### src/rtl/vga_color_sequencer_if.sv
// vga_color_sequencer_if: button/frame inputs and colour outputs of the colour sequencer
//   btn_next    raw asynchronous push button, active-high
//   auto_en     1 = automatic advance every AUTO_FRAMES frames
//   frame_start 1-cycle pulse at start of vertical blank
//   color_idx   current palette index
//   red/green/blue current colour channels
//   pending     manual advance accepted, waiting for frame_start
interface vga_color_sequencer_if;
   logic       btn_next;
   logic       auto_en;
   logic       frame_start;
   logic [2:0] color_idx;
   logic [7:0] red;
   logic [7:0] green;
   logic [7:0] blue;
   logic       pending;
   modport master (output btn_next, auto_en, frame_start, input color_idx, red, green, blue, pending);
   modport slave  (input btn_next, auto_en, frame_start, output color_idx, red, green, blue, pending);
endinterface

### src/rtl/vga_color_sequencer.sv
// vga_color_sequencer: background palette selector, advanced by debounced button or auto frame count, applied at frame start
//   clk    pixel clock
//   reset  synchronous, active-high
//   bus_io slave side of vga_color_sequencer_if (button, auto enable, frame pulse in; index, RGB, pending out)
module vga_color_sequencer #(
   parameter int NUM_COLORS      = 5,
   parameter int DEBOUNCE_CYCLES = 500000,
   parameter int AUTO_FRAMES     = 60
) (
   input logic                  clk,
   input logic                  reset,
   vga_color_sequencer_if.slave bus_io
);
   localparam int CW = DEBOUNCE_CYCLES > 1 ? $clog2(DEBOUNCE_CYCLES) : 1;
   localparam int FW = AUTO_FRAMES > 1 ? $clog2(AUTO_FRAMES) : 1;
   localparam logic [CW-1:0] DEB_LAST = CW'(DEBOUNCE_CYCLES - 1);
   localparam logic [FW-1:0] FRM_LAST = FW'(AUTO_FRAMES - 1);
   localparam logic [2:0] IDX_LAST = 3'(NUM_COLORS - 1);
   localparam logic [0:0] IDLE  = 1'b0;
   localparam logic [0:0] ARMED = 1'b1;
   localparam logic [23:0] PAL [8] = '{24'hFF0000, 24'h00FF00, 24'h0000FF, 24'hFFFFFF,
                                       24'h000000, 24'hFFFF00, 24'h00FFFF, 24'hFF00FF};
   logic          sync1_q, sync2_q, deb_q, deb_d;
   logic [CW-1:0] cnt_q, cnt_d;
   logic [FW-1:0] frm_q, frm_d;
   logic [0:0]    state_q, state_d;
   logic [2:0]    idx_q, idx_d;
   logic [23:0]   rgb_q, rgb_d;
   logic          diff, settle, press, manual, auto_hit, adv;
   // The debounce counter only runs while the synchronised input disagrees with the debounced level
   always_comb begin
      diff     = sync2_q ^ deb_q;
      settle   = diff && cnt_q == DEB_LAST;
      cnt_d    = (!diff || settle) ? '0 : cnt_q + CW'(1);
      deb_d    = settle ? sync2_q : deb_q;
      press    = settle && sync2_q;
      manual   = state_q == ARMED && bus_io.frame_start;
      auto_hit = bus_io.auto_en && bus_io.frame_start && frm_q == FRM_LAST;
      adv      = manual || auto_hit;
      // A press coinciding with frame_start in IDLE arms for the following frame
      state_d  = state_q == IDLE ? (press ? ARMED : IDLE) : (bus_io.frame_start ? IDLE : ARMED);
      frm_d    = (!bus_io.auto_en || adv) ? '0 : bus_io.frame_start ? frm_q + FW'(1) : frm_q;
      idx_d    = adv ? (idx_q == IDX_LAST ? 3'd0 : idx_q + 3'd1) : idx_q;
      rgb_d    = PAL[idx_d];
   end
   always_ff @(posedge clk) begin
      if (reset) begin
         sync1_q <= 1'b0;
         sync2_q <= 1'b0;
         deb_q   <= 1'b0;
         cnt_q   <= '0;
         frm_q   <= '0;
         state_q <= IDLE;
         idx_q   <= 3'd0;
         rgb_q   <= 24'hFF0000;
      end else begin
         sync1_q <= bus_io.btn_next;
         sync2_q <= sync1_q;
         deb_q   <= deb_d;
         cnt_q   <= cnt_d;
         frm_q   <= frm_d;
         state_q <= state_d;
         idx_q   <= idx_d;
         rgb_q   <= rgb_d;
      end
   end
   assign bus_io.color_idx = idx_q;
   assign bus_io.red       = rgb_q[23:16];
   assign bus_io.green     = rgb_q[15:8];
   assign bus_io.blue      = rgb_q[7:0];
   assign bus_io.pending   = state_q == ARMED;
endmodule

### src/flat_wrapper.sv
// flat-port wrapper written by rule: the top's interface ports become plain ports
module vga_color_sequencer_flat 
#(
   parameter int NUM_COLORS      = 5,
   parameter int DEBOUNCE_CYCLES = 500000,
   parameter int AUTO_FRAMES     = 60
)
  (clk, reset, bus_io_btn_next, bus_io_auto_en, bus_io_frame_start, bus_io_color_idx, bus_io_red, bus_io_green, bus_io_blue, bus_io_pending);
  vga_color_sequencer_if bus_io_i ();
  input logic clk;
  input logic reset;
  input wire logic [$bits(bus_io_i.btn_next)-1:0] bus_io_btn_next;
  input wire logic [$bits(bus_io_i.auto_en)-1:0] bus_io_auto_en;
  input wire logic [$bits(bus_io_i.frame_start)-1:0] bus_io_frame_start;
  output wire logic [$bits(bus_io_i.color_idx)-1:0] bus_io_color_idx;
  output wire logic [$bits(bus_io_i.red)-1:0] bus_io_red;
  output wire logic [$bits(bus_io_i.green)-1:0] bus_io_green;
  output wire logic [$bits(bus_io_i.blue)-1:0] bus_io_blue;
  output wire logic [$bits(bus_io_i.pending)-1:0] bus_io_pending;
  assign bus_io_i.btn_next = bus_io_btn_next;
  assign bus_io_i.auto_en = bus_io_auto_en;
  assign bus_io_i.frame_start = bus_io_frame_start;
  assign bus_io_color_idx = bus_io_i.color_idx;
  assign bus_io_red = bus_io_i.red;
  assign bus_io_green = bus_io_i.green;
  assign bus_io_blue = bus_io_i.blue;
  assign bus_io_pending = bus_io_i.pending;
  vga_color_sequencer #(.NUM_COLORS(NUM_COLORS), .DEBOUNCE_CYCLES(DEBOUNCE_CYCLES), .AUTO_FRAMES(AUTO_FRAMES)) u_core (.clk(clk), .reset(reset), .bus_io(bus_io_i));
endmodule
### config.mk
export PLATFORM = sky130hd
export DESIGN_NAME = vga_color_sequencer_flat
export DESIGN_NICKNAME = d
export VERILOG_FILES = /design/src/rtl/vga_color_sequencer_if.sv /design/src/rtl/vga_color_sequencer.sv /design/src/flat_wrapper.sv
export SDC_FILE = /design/constraint.sdc
export NUM_CORES = 1
export LEC_CHECK = 0
export BUFFER_PORTS_ARGS = -buffer_cell sky130_fd_sc_hd__buf_4
export CAP_MARGIN = 20
export CORE_MARGIN = 3
export CORE_UTILIZATION = 54
export DETAILED_ROUTE_END_ITERATION = 10
export PLACE_DENSITY = 0.82
export SYNTH_ARGS = -nofsm -noshare
export SYNTH_HDL_FRONTEND = slang
export SYNTH_SLANG_ARGS = --single-unit
### constraint.sdc
create_clock -name clk -period 2 [get_ports clk]
set_input_delay 0.1 -clock clk [delete_from_list [all_inputs] [get_ports clk]]
set_output_delay 0.1 -clock clk [all_outputs]
set_load 0.02 [all_outputs]
; ---- After elaboration in Yosys (flattened, before gate mapping)
; Memories as Yosys holds them, arrays and structs flattened. A register that Yosys moved wholly into a read port is not among the register bits.
; Index checks and enable logic that the tools add are counted.
[word_totals]
input_bits = 5
wordCells = 33
romBits = 192
output_inout_bits = 28
register_bits = 32
mem_count = 1
[op_classes]
muxes = 5
n_reduce_logical = 12
n_eq_ne = 3
bitwise_logic = 2
add_sub_neg = 3
[mem_list]
columns = memory, words, word_bits, rd, rd_ports_with_merged_regs, write_ports, line_no
row1 = (no name shown), 8, 24, 1, 1, 0, vga_color_sequencer.sv:44  ; rgb_d = PAL[idx_d];
[op_table]
columns = op, count
row1 = "19-bit by 1-bit adder with 19-bit output, second input constant", 1
row2 = "19-bit equality test, second input constant", 1
row3 = "6-bit by 1-bit adder with 6-bit output, second input constant", 1
row4 = "6-bit equality test, second input constant", 1
row5 = 3-bit two-way mux, 2
row6 = 1-bit logical AND, 5
row7 = 3-bit inverter with 4-bit output, 1
row8 = 2-bit OR reduction, 2
row9 = "3-bit by 1-bit adder with 3-bit output, second input constant", 1
row10 = "3-bit equality test, second input constant", 1
row11 = 1-bit logical OR, 3
row12 = 1-bit two-way mux, 3
row13 = 1-bit zero test, 2
row14 = 1-bit bitwise XOR, 1

; ---- Logic depth before layout (Yosys ltp)
[depth]
depth_word = 5
depth_mapped = 7
ltp_nobuf = 6

; ---- Least setup slack after synthesis
; No wires, ideal clock.
[synth_timing]
path_type = reg-to-reg
from = register u_core.frm_q[0]
to = register u_core.rgb_q[22]
stages_incl_launch_ff = 7
n_path_buf = 0
setup_ps = 121
required_time_ps = 1879
arrival_time_ps = 1685
path_slack_ps = 194
synth_period_minus_slack_ps = 1806
path_cell_list = dfxtp_1 > ha_1 > nand4_2 > o31ai_4 > mux2i_1 > or2b_1 > mux2_2
[synth_via]
elab_chain_len = 5
[synth_lines]
columns = element, line_no
row1 = from (decl), vga_color_sequencer.sv:25  ; logic [FW-1:0] frm_q, frm_d;
row2 = from (signal assigned), vga_color_sequencer.sv:61  ; frm_q <= frm_d;
row3 = 6-bit equality test, vga_color_sequencer.sv:38  ; auto_hit = bus_io.auto_en && bus_io.frame_start && frm_q == FRM_LAST;
row4 = 1-bit logical AND, vga_color_sequencer.sv:38
row5 = 1-bit logical OR, vga_color_sequencer.sv:39  ; adv = manual || auto_hit;
row6 = 3-bit two-way mux, vga_color_sequencer.sv:43  ; idx_d = adv ? (idx_q == IDX_LAST ? 3'd0 : idx_q + 3'd1) : idx_q;
row7 = 3-bit inverter with 4-bit output (not written as such), vga_color_sequencer.sv:44
row8 = to (decl), vga_color_sequencer.sv:28  ; logic [23:0] rgb_q, rgb_d;
; Every way passes these cells.
; A chain may end at the register's enable or synchronous reset.

; ---- Final worst setup path
; Ends and elaborated chain as after synthesis.

==> out/qor.txt <==
================================================================================
Maximum vdd drop                                                        0.613 mV
Fin. Hold Viols                                                                0
Relative slew slack                                                        61.2%
Wire length reported by the detailed router                              2.75 mm
Status                                                              finished clean
TritonCTS sink count                                                          34
Placed wire-length estimate                                              2.08 mm
Die outline area                                                     0.00376 mm²
Netlist cell types                                                            31
Highest attainable clock frequency                                     0.510 GHz
Power Dens Cells                                                      646 mW/mm²
Layout fillers                                                               236
Global-route usage over all layers                                         15.1%
Number of nets in the finished design                                        210
Number of storage elements in the synthesis netlist                           34
Largest net degree at the start of global routing                             20
Number of antenna violations at the first check in global routing              0
# placed instances                                                           222
Clock-pin slew on the worst setup and hold paths                         0.10 ns
Yosys Warn Count                                                               0
Type of destination of the critical path                               flip-flop
Required arrival time at the worst endpoint                              2.23 ns
GRT Residual Overflow                                                          0
Via count of the first global-routing pass                                  1024
Y dimension of the die                                                   61.3 µm
Worst-case clock buffer depth                                                  2
Routability cong.                                                          0.750
Sum of negative setup slack                                                 0 ns
Period minus WS final                                                    1.96 ns
Max stage delay on crit path                                             0.39 ns
Clock tree from TritonCTS                                                   done
Number of remaining DRC errors                                                 0
Slew of the pin with the lowest slew margin                             0.577 ns
Core Rows                                                                     19
Clock network latency to the later pin of the worst-skew pair            0.33 ns
Layout overhead on the synthesized area                                    12.0%
Average instance area after synthesis                                   8.97 µm²
Leakage component of the power                                          0.732 nW
N_diodes                                                                       0
Clock root cell                                                         clkbuf_4
Drt first-iter violations                                                     33
Via count                                                                   1194
Layout Utilization                                                         65.3%
Startpoint class of the critical path                                  flip-flop
Number of detailed-routing iterations run before antenna repair                4
Leading cell types in the layout, fill and taps excluded            nor2_1, buf_4, dfxtp_1
Worst Skew                                                            0.00922 ns
Number of max-cap violations                                                   0
Number of levels in the clock H-tree                                           2
Slowest cell on the critical path                                        dfxtp_1
Post_cts resized                                                               0
Worst EP arrival                                                         2.19 ns
Post-route cell area                                                 0.00185 mm²
Residual antenna-violating net count after detailed routing                    0
Critical setup path kind                                                 reg2reg
I/O Pins                                                                      33
Number of cells in the finished layout apart from fillers                    233
Core area                                                            0.00283 mm²
Share of the clock period used by the worst path after layout              98.1%
Syn_nets                                                                     193
Post-detailed-route via-to-cell ratio                                       5.12
Max-slew violation count                                                       0
Routed wire length per instance                                          11.8 µm
Placement-stage cell area                                            0.00175 mm²
Chain of cells forming the critical path                            ha_1 > nand4_2 > o31ai_4 > mux2i_1 > or2b_1 > mux2_2
Number of buffers inserted during clock tree synthesis                         5
Starting density of the core                                               58.3%
Wire length of the first global-routing pass                             4.24 mm
# port buffers                                                                32
DIE WIDTH                                                                61.3 µm
Area of the mapped netlist                                           0.00165 mm²
Register area share after synthesis                                        41.2%
Worst min-delay path category                                             in2reg
Count of endpoints failing setup in the final report                           0
Fraction of final layout cells with drive strength greater than 1          23.8%
Synth Instances                                                              184
CP max FO                                                                      3
================================================================================
## final timing paths
kind / depth (start not counted) / start / slack, ns / to
hold reg to reg: 1 / u_core.sync1_q / 0.47 / u_core.sync2_q
setup / recovery: 6 / u_core.frm_q[0] / 0.04 / u_core.rgb_q[22]
setup reg to reg: 6 / u_core.frm_q[0] / 0.04 / u_core.rgb_q[22]
hold / removal: 2 / bus_io_btn_next / 0.01 / u_core.sync1_q
## per-stage QoR
stage / setup WS, ns / hold WS [ns] / power, mW
5_1_grt: -0.0712 / 0.0159 / 1.24
2_1_floorplan: 0.194 / 0.228 / 0.719
6_report: 0.0374 / 0.0133 / 1.19
4_1_cts: 0.0391 / 0.0157 / 1.21
3_3_place_gp: 0.145 / 0.317 / 0.724
3_5_place_dp: 0.0572 / 0.328 / 0.725
## state kept, by name, indices dropped and copies added (netlist names)
register,count
u_core.bus_io.color_idx,2
u_core.cnt_q,19
u_core.sync2_q,1
u_core.rgb_q,3
u_core.sync1_q,1
u_core.bus_io.pending,1
u_core.frm_q,6
u_core.deb_q,1
## critical path, delay by kind of cell (launching register included)
kind	cells	cell delay (ns)
flip-flops	1	0.39
multiplexers	2	0.55
AND/OR/NAND/NOR	2	0.41
adder cells (fa/ha/maj)	1	0.22
AO/OA/AOI/OAI	1	0.28
## report_power, final
group	internal, mW	total, mW	switching (mW)
sequential	0.681	0.684	0.00301
combinational	0.0139	0.0282	0.0142
clock	0.259	0.482	0.223
## cells by family after synthesis
kind of cell    after synthesis  share of synthesized area, %
flops                        34                          41.2
simple gates                 78                          23.0
compound gates                6                          3.34
fa+ha+maj                     4                          3.03
xor+xnor                     23                          12.2
mux                           6                          3.72
buf+inv                      33                          13.4
## Yosys cell counts
| master | count | share of area [%] |
|---|---|---|
| nand3_1 | 9 | 2.7 |
| or2_1 | 1 | 0.38 |
| nand4_1 | 7 | 2.7 |
| o21a_1 | 1 | 0.46 |
| nor4_1 | 1 | 0.38 |
| ha_1 | 4 | 3.0 |
| o2bb2ai_1 | 1 | 0.53 |
| nor4b_1 | 1 | 0.53 |
| o31ai_4 | 1 | 1.3 |
| or3b_2 | 1 | 0.53 |
| inv_1 | 6 | 1.4 |
| mux2i_1 | 5 | 3.0 |
| nor2b_1 | 3 | 1.1 |
| nor3_1 | 2 | 0.61 |
| or3_1 | 1 | 0.38 |
| xnor2_1 | 8 | 4.2 |
| clkbuf_1 | 2 | 0.46 |
| and4_1 | 2 | 1.1 |
| and3_1 | 2 | 0.76 |
| or2b_1 | 1 | 0.46 |
| nand4_2 | 1 | 0.76 |
| buf_6 | 1 | 0.68 |
| mux2_2 | 1 | 0.68 |
| nor2_1 | 36 | 8.2 |
| buf_4 | 24 | 11 |
| dfxtp_1 | 34 | 41 |
| a21oi_1 | 2 | 0.61 |
| nand2_1 | 9 | 2.0 |
| o21bai_1 | 1 | 0.46 |
| nor3b_1 | 1 | 0.46 |
| xor2_1 | 15 | 8.0 |
## layout make-up
type	count	area [µm²]	share of cell area, %
multi-input cells	117	748	40.5
flip-flops and latches	34	681	36.8
clock inverters	3	40.0	2.17
clock buffers	5	37.5	2.03
well taps	31	38.8	2.10
repair buffers	37	280	15.2
inverters	6	22.5	1.22
## metal layers
| layer | global-route usage [%] | vias to the layer above | routed length (µm) |
|---|---|---|---|
| met5 | 0 | - | 0 |
| met4 | 5.57 | 0 | 27 |
| met3 | 4.40 | 5 | 211 |
| met2 | 26.7 | 41 | 1300 |
| met1 | 17.2 | 535 | 1220 |
| li1 | - | 613 | - |
## timing repair
action | in CTS | in global routing
endpoints found under the hold margin | 3 | 0
setup buffers | 0 | 2
setup endpoints to repair | 0 | 1
hold buffers | 1 | 0
Power figures use the tool's default switching activity.
